## src/rtl/dice_pkg.sv

```systemverilog
// Shared dice definitions: die types, side mapping, pool FSM states.
package dice_pkg;

  localparam int POOL_W = 4;

  typedef enum logic [1:0] {
    D4  = 2'b00,
    D6  = 2'b01,
    D8  = 2'b10,
    D20 = 2'b11
  } die_t;

  typedef enum logic [2:0] {
    IDLE    = 3'd0,
    PULSE   = 3'd1,
    WAIT    = 3'd2,
    CAPTURE = 3'd3,
    DONE    = 3'd4
  } pool_state_t;

  // Number of faces N for a die type.
  function automatic logic [7:0] die_sides(die_t d);
    case (d)
      D4:      return 8'd4;
      D6:      return 8'd6;
      D8:      return 8'd8;
      default: return 8'd20;
    endcase
  endfunction

endpackage

```

## src/rtl/dice_pool_accum.sv

```systemverilog
// Result accumulator for one pool: sum, min, max, max-face count, range error.
module dice_pool_accum #(
  parameter int CNT_W = 4
) (
  input  logic             clk,
  input  logic             rst_n,
  input  logic             clear,
  input  logic             capture,
  input  logic [7:0]       value,
  input  logic [7:0]       sides,
  output logic [8:0]       sum,
  output logic [7:0]       min_seen,
  output logic [7:0]       max_seen,
  output logic [CNT_W-1:0] crit_count,
  output logic             range_err
);

  logic [8:0]       sum_q;
  logic [7:0]       min_q;
  logic [7:0]       max_q;
  logic [CNT_W-1:0] crit_q;
  logic             err_q;
  logic             any_q;   // at least one result captured since clear

  // Clear on an accepted request, fold in one result per capture strobe.
  always_ff @(posedge clk or negedge rst_n) begin
    if (!rst_n) begin
      sum_q  <= '0;
      min_q  <= 8'hFF;
      max_q  <= '0;
      crit_q <= '0;
      err_q  <= 1'b0;
      any_q  <= 1'b0;
    end else if (clear) begin
      sum_q  <= '0;
      min_q  <= 8'hFF;
      max_q  <= '0;
      crit_q <= '0;
      err_q  <= 1'b0;
      any_q  <= 1'b0;
    end else if (capture) begin
      // NOTE: non-blocking assignments so every register sees the pre-edge
      // values of its neighbours, independent of statement order.
      sum_q <= sum_q + {1'b0, value};
      if (value < min_q) min_q <= value;
      if (value > max_q) max_q <= value;
      if (value == sides) crit_q <= crit_q + 1'b1;
      if (value == 8'd0 || value > sides) err_q <= 1'b1;
      any_q <= 1'b1;
    end
  end

  assign sum        = sum_q;
  // Empty pool leaves min at its 8'hFF seed; report 0 instead.
  assign min_seen   = any_q ? min_q : 8'd0;
  assign max_seen   = max_q;
  assign crit_count = crit_q;
  assign range_err  = err_q;

endmodule

```

## src/rtl/dice_pool_sequencer.sv

```systemverilog
// Rolls a pool of identical dice through an external roller and reports
// sum/min/max/crit statistics with a one-cycle done pulse.
module dice_pool_sequencer
  import dice_pkg::*;
#(
  parameter int SETTLE   = 2,
  parameter int MAX_POOL = (1 << POOL_W) - 1,
  localparam int CNT_W   = $clog2(MAX_POOL + 1),
  localparam int SET_W   = (SETTLE > 1) ? $clog2(SETTLE) : 1
) (
  input  logic             clk,
  input  logic             rst_n,
  input  logic             start,
  input  logic [CNT_W-1:0] pool_count,
  input  logic [1:0]       pool_die,
  output logic             busy,
  output logic             done,
  output logic [8:0]       sum,
  output logic [7:0]       min_seen,
  output logic [7:0]       max_seen,
  output logic [CNT_W-1:0] crit_count,
  output logic             range_err,
  output logic [1:0]       die_select,
  output logic             roll,
  input  logic [7:0]       rolled_number
);

  pool_state_t      state, state_nxt;
  logic [CNT_W-1:0] remaining;
  logic [SET_W-1:0] settle_cnt;
  die_t             die_q;
  logic             roll_q;
  logic             accept;

  assign accept = (state == IDLE) && start;

  // Next-state decode for the pool FSM.
  always_comb begin
    // NOTE: default assignment first so no path leaves state_nxt unassigned,
    // which would otherwise infer a latch.
    state_nxt = state;
    case (state)
      IDLE:    if (start) state_nxt = (pool_count == '0) ? DONE : PULSE;
      PULSE:   state_nxt = WAIT;
      WAIT:    if (settle_cnt == '0) state_nxt = CAPTURE;
      CAPTURE: state_nxt = (remaining == CNT_W'(1)) ? DONE : PULSE;
      DONE:    state_nxt = IDLE;
      default: state_nxt = IDLE;
    endcase
  end

  // State, request latches, settle and remaining-dice counters.
  always_ff @(posedge clk or negedge rst_n) begin
    if (!rst_n) begin
      state      <= IDLE;
      remaining  <= '0;
      settle_cnt <= '0;
      die_q      <= D4;
      roll_q     <= 1'b0;
    end else begin
      state <= state_nxt;
      // roll is registered so the roller sees a glitch-free edge.
      roll_q <= (state_nxt == PULSE);
      if (accept) begin
        remaining <= pool_count;
        die_q     <= die_t'(pool_die);
      end
      if (state == PULSE) settle_cnt <= SET_W'(SETTLE - 1);
      else if (state == WAIT && settle_cnt != '0) settle_cnt <= settle_cnt - 1'b1;
      if (state == CAPTURE) remaining <= remaining - 1'b1;
    end
  end

  dice_pool_accum #(.CNT_W(CNT_W)) u_accum (
    .clk        (clk),
    .rst_n      (rst_n),
    .clear      (accept),
    .capture    (state == CAPTURE),
    .value      (rolled_number),
    .sides      (die_sides(die_q)),
    .sum        (sum),
    .min_seen   (min_seen),
    .max_seen   (max_seen),
    .crit_count (crit_count),
    .range_err  (range_err)
  );

  assign busy       = (state != IDLE);
  assign done       = (state == DONE);
  assign roll       = roll_q;
  assign die_select = die_q;

endmodule
```

## config.mk

```make
export PLATFORM = sky130hd
export DESIGN_NAME = dice_pool_sequencer
export DESIGN_NICKNAME = d
export VERILOG_FILES = /design/src/rtl/dice_pkg.sv /design/src/rtl/dice_pool_accum.sv /design/src/rtl/dice_pool_sequencer.sv
export SDC_FILE = /design/constraint.sdc
export NUM_CORES = 1
export LEC_CHECK = 0
export CORE_ASPECT_RATIO = 2
export CORE_UTILIZATION = 44
export CTS_CLUSTER_SIZE = 8
export DETAILED_ROUTE_END_ITERATION = 7
export GPL_ROUTABILITY_DRIVEN = 0
export PLACE_DENSITY = 0.69
export SKIP_LAST_GASP = 1
export SLEW_MARGIN = 10
export SYNTH_ARGS = -nofsm -noshare
export SYNTH_HDL_FRONTEND = slang
export SYNTH_SLANG_ARGS = --single-unit
```

## constraint.sdc

```tcl
create_clock -name clk -period 2.5 [get_ports clk]
set_input_delay 0.625 -clock clk [delete_from_list [all_inputs] [get_ports clk]]
set_output_delay 0.625 -clock clk [all_outputs]
set_load 0.01 [all_outputs]
```

==> results.toml <==
[status]
status = "finished with violations"
failed_checks = "design-rule violations"

[cts]
cts_sinks = 42
cts_tree = "yes"
cts_hold_buf = 0
max-clock-path-buffers = 2
clk_pin_slew_worst_paths_ns = 0.06
htree_num_levels = 2
cts_root_buf = "clkbuf_16"
cts-buffers-inserted = 5
clk_latency_ns = 0.29

[sta]
slew_headroom_pct = 43.84
slew_violations = 0
fmax_ghz = 0.4097
hold_viol = 0
hold_ws_ns = 0.4301
rsz0062_at_grt = "yes"
timing.final.crit_share_pct = 97.63
fin_ws_ns = 0.05924
setup_viol = 0
finalCriticalPeriod_ns = 2.441
clock_skew_ns = 0.008572
worst_pin_slew_ns = 0.8424

[global_route]
grt_max_degree = 38
grt_remaining_overflow = 0
grt_pass1_vias = 2505
grt_pass1_wl_mm = 11.76
antenna_found_initial = 0
grt_use_total_pct = 23.60

[final_layout]
final_core_util_pct = 62.15
diodes = 0
final_common_cell = "clkdlybuf4s50_1"
multi_input_area_um2 = 1570
fillers = 539
final_cell_mix = "49 x clkdlybuf4s50_1, 36 x buf_4, 34 x dfrtp_1"
post_route_cells_drive_above_1_share_pct = 17.66
nNetsFinal = 432
fin_area_um2 = 3732
final_cells = 448
ff_latch_area_um2 = 1061
area_delta_synth_final_pct = 36.02

[floorplanning]
io-pin-count = 52
dieArea_um2 = 6575
fp.coreArea_um2 = 6006
start_util_pct = 45.69
die_w_um = 57.84
row_count = 40
die_height_um = 113.7

[route]
drc = 4
antenna_left = 0
first_iter_violations = 76
wl_per_cell_um = 16.22
vias_per_cell = 5.560
vias = 2491
drt-pass1-iter-count = 8
totalWireLength_mm = 7.266

[setup_path]
crit_family = "buffers and inverters"
cp_slowest_stage_delay_ns = 0.46
end_kind = "register"
criticalPathCategory = "input port to register"
path_cells = "clkdlybuf4s50_1 > buf_4 > inv_1 > ha_1 > nor2b_1 > o211ai_1 > a21oi_1 > o31ai_4 > buf_6 > mux2_2"
critPathLaunchType = "input port"
crit_fanout = 7
worst_ep_arrival_time_ns = 2.61
cp_num_buf_inv = 4
cp.required_ns = 2.67
crit_path_top_delay_cell = "clkdlybuf4s50_1"

[logic_synthesis]
netlist.area_leader.share_pct = 31.01
syn_area_um2 = 2744
syn-instance-count = 298
ys_ff_latch = 42
synth-main-ff-cell = "dfrtp_1"
synth_seq_area_share_pct = 38.67
synth_fp_nets = 346
async_reset_ff_share_pct = 100.0
synth_cell_types = 49
synth-edff-count = 0
avgSynthCellArea_um2 = 9.208
synth_top_cell_by_area = "dfrtp_1"
synth_warnings = 0
synth_area_leaders = "dfrtp_1 31%, ha_1 14%, dfstp_2 7.7%, o21ai_0 4.0%, nand2_1 3.7%"

[power_and_ir_drop]
p_int_mw = 2.566
leakage_nw = 1.745
p_comb_share_pct = 55.7
vdd_ir_drop_max_mv = 0.6355
p_seq_share_pct = 28.6
power_density_nw_per_um2 = 1126
p_switching_mw = 1.636
pwr-share-clk_pct = 15.7
swShare_pct = 38.93

[min_path]
hold_class = "input port to async pin"

[placement]
post-dp-hpwl_mm = 5.427
dp.cells = 440
dp_slack_ns = -0.3632
placed_cell_area_um2 = 3562
port_buffers = 51

[run]
drv_cap = 0
-- metal layers --
metal | GRT usage (%) | wire [µm] | vias up
met5 | 0 | 0 | -
met4 | 11.75 | 214 | 0
met3 | 3.401 | 220 | 16
met2 | 42.99 | 4067 | 57
met1 | 25.66 | 2763 | 1186
li1 | - | - | 1232
-- synthesized netlist by cell type (2+ instances only) --
master and number:
clkbuf_1 2, nor3b_1 4, inv_1 23, o21ai_0 22, xnor2_1 3, nor2_1 26
o21bai_1 2, a31oi_1 3, buf_2 4, a22o_1 2, nand4_1 4, nand2b_1 2
dfrtp_1 34, nor3_1 14, ha_1 30, o211ai_1 3, nand3_1 4, a211oi_1 6
nor2b_1 5, and2_1 9, a21oi_1 20, nand2_1 27, mux2i_1 5, o22ai_1 3
mux2_2 6, a21o_1 2, dfstp_2 8, xor2_1 4
-- per-stage QoR --
stage	total power [mW]	TNS (ns)
after floorplan	2.512	0
after global placement	3.442	-3.805
after detailed placement	3.516	-4.195
after CTS	4.222	0
after global routing	4.540	-0.3497
final	4.202	0
-- path summary, 6_finish.rpt --
| path | startpoint | end | slack [ns] | depth (start not counted) |
|---|---|---|---|---|
| worst min-delay path | rst_n | u_accum.sum[7] | 0.43 | 1 |
| worst max-delay path | rolled_number[0] | u_accum.max_seen[3] | 0.06 | 10 |
| max in group asynchronous | rst_n | u_accum.min_q[1] | 1.38 | 2 |
| worst max register to register | u_accum.sum[0] | u_accum.sum[6] | 0.47 | 8 |
| worst min register to register | state[2] | state[1] | 0.50 | 1 |
| min in group clk | state[2] | state[1] | 0.50 | 1 |
-- power groups by stage --
stage | combinational [mW] | clock, mW | sequential [mW]
3_5_place_dp | 2.30 | 0 | 1.21
2_1_floorplan | 1.31 | 0 | 1.20
4_1_cts | 2.34 | 0.680 | 1.20
3_3_place_gp | 2.24 | 0 | 1.20
5_1_grt | 2.59 | 0.705 | 1.25
6_report | 2.34 | 0.660 | 1.20
-- worst register-to-register path: cells and delay by family, from the launching register on --
kind	cells	cell delay, ns
simple gates	1	0.11
compound gates	4	0.67
buf+inv	1	0.16
flops	1	0.41
fa+ha+maj	2	0.56
-- state kept, by name, summed over array words and instances (netlist names) --
signal / flops
die_select: 2
remaining: 4
roll: 1
settle_cnt: 1
state: 3
u_accum.any_q: 1
u_accum.crit_count: 4
u_accum.max_seen: 8
u_accum.min_q: 8
u_accum.range_err: 1
u_accum.sum: 9
-- what timing repair did --
item / in CTS / in global routing
setup buffers: 0 / 0
setup endpoints to repair: 2 / 10
resized for setup: 2 / 4
-- cell type report --
| cell class | instances | share of cell area, % |
|---|---|---|
| repair buffers | 88 | 21.15 |
| well taps | 63 | 2.112 |
| flip-flops and latches | 42 | 28.43 |
| inverters | 23 | 2.313 |
| clock buffers | 8 | 3.922 |
| multi-input cells | 224 | 42.07 |
-- cells by family (layout without fill, tap and decap cells) --
| logic type | Yosys count | count (layout) | share of synthesized area, % |
|---|---|---|---|
| XOR/XNOR | 7 | 7 | 2.234 |
| flip-flops | 42 | 42 | 38.67 |
| AO/OA/AOI/OAI | 73 | 73 | 17.01 |
| AND/OR/NAND/NOR | 102 | 102 | 18.65 |
| multiplexers | 11 | 11 | 4.286 |
| buffers and inverters | 32 | 119 | 4.742 |
| adder cells (fa/ha/maj) | 31 | 31 | 14.41 |
(Power assumes the default switching activity.)
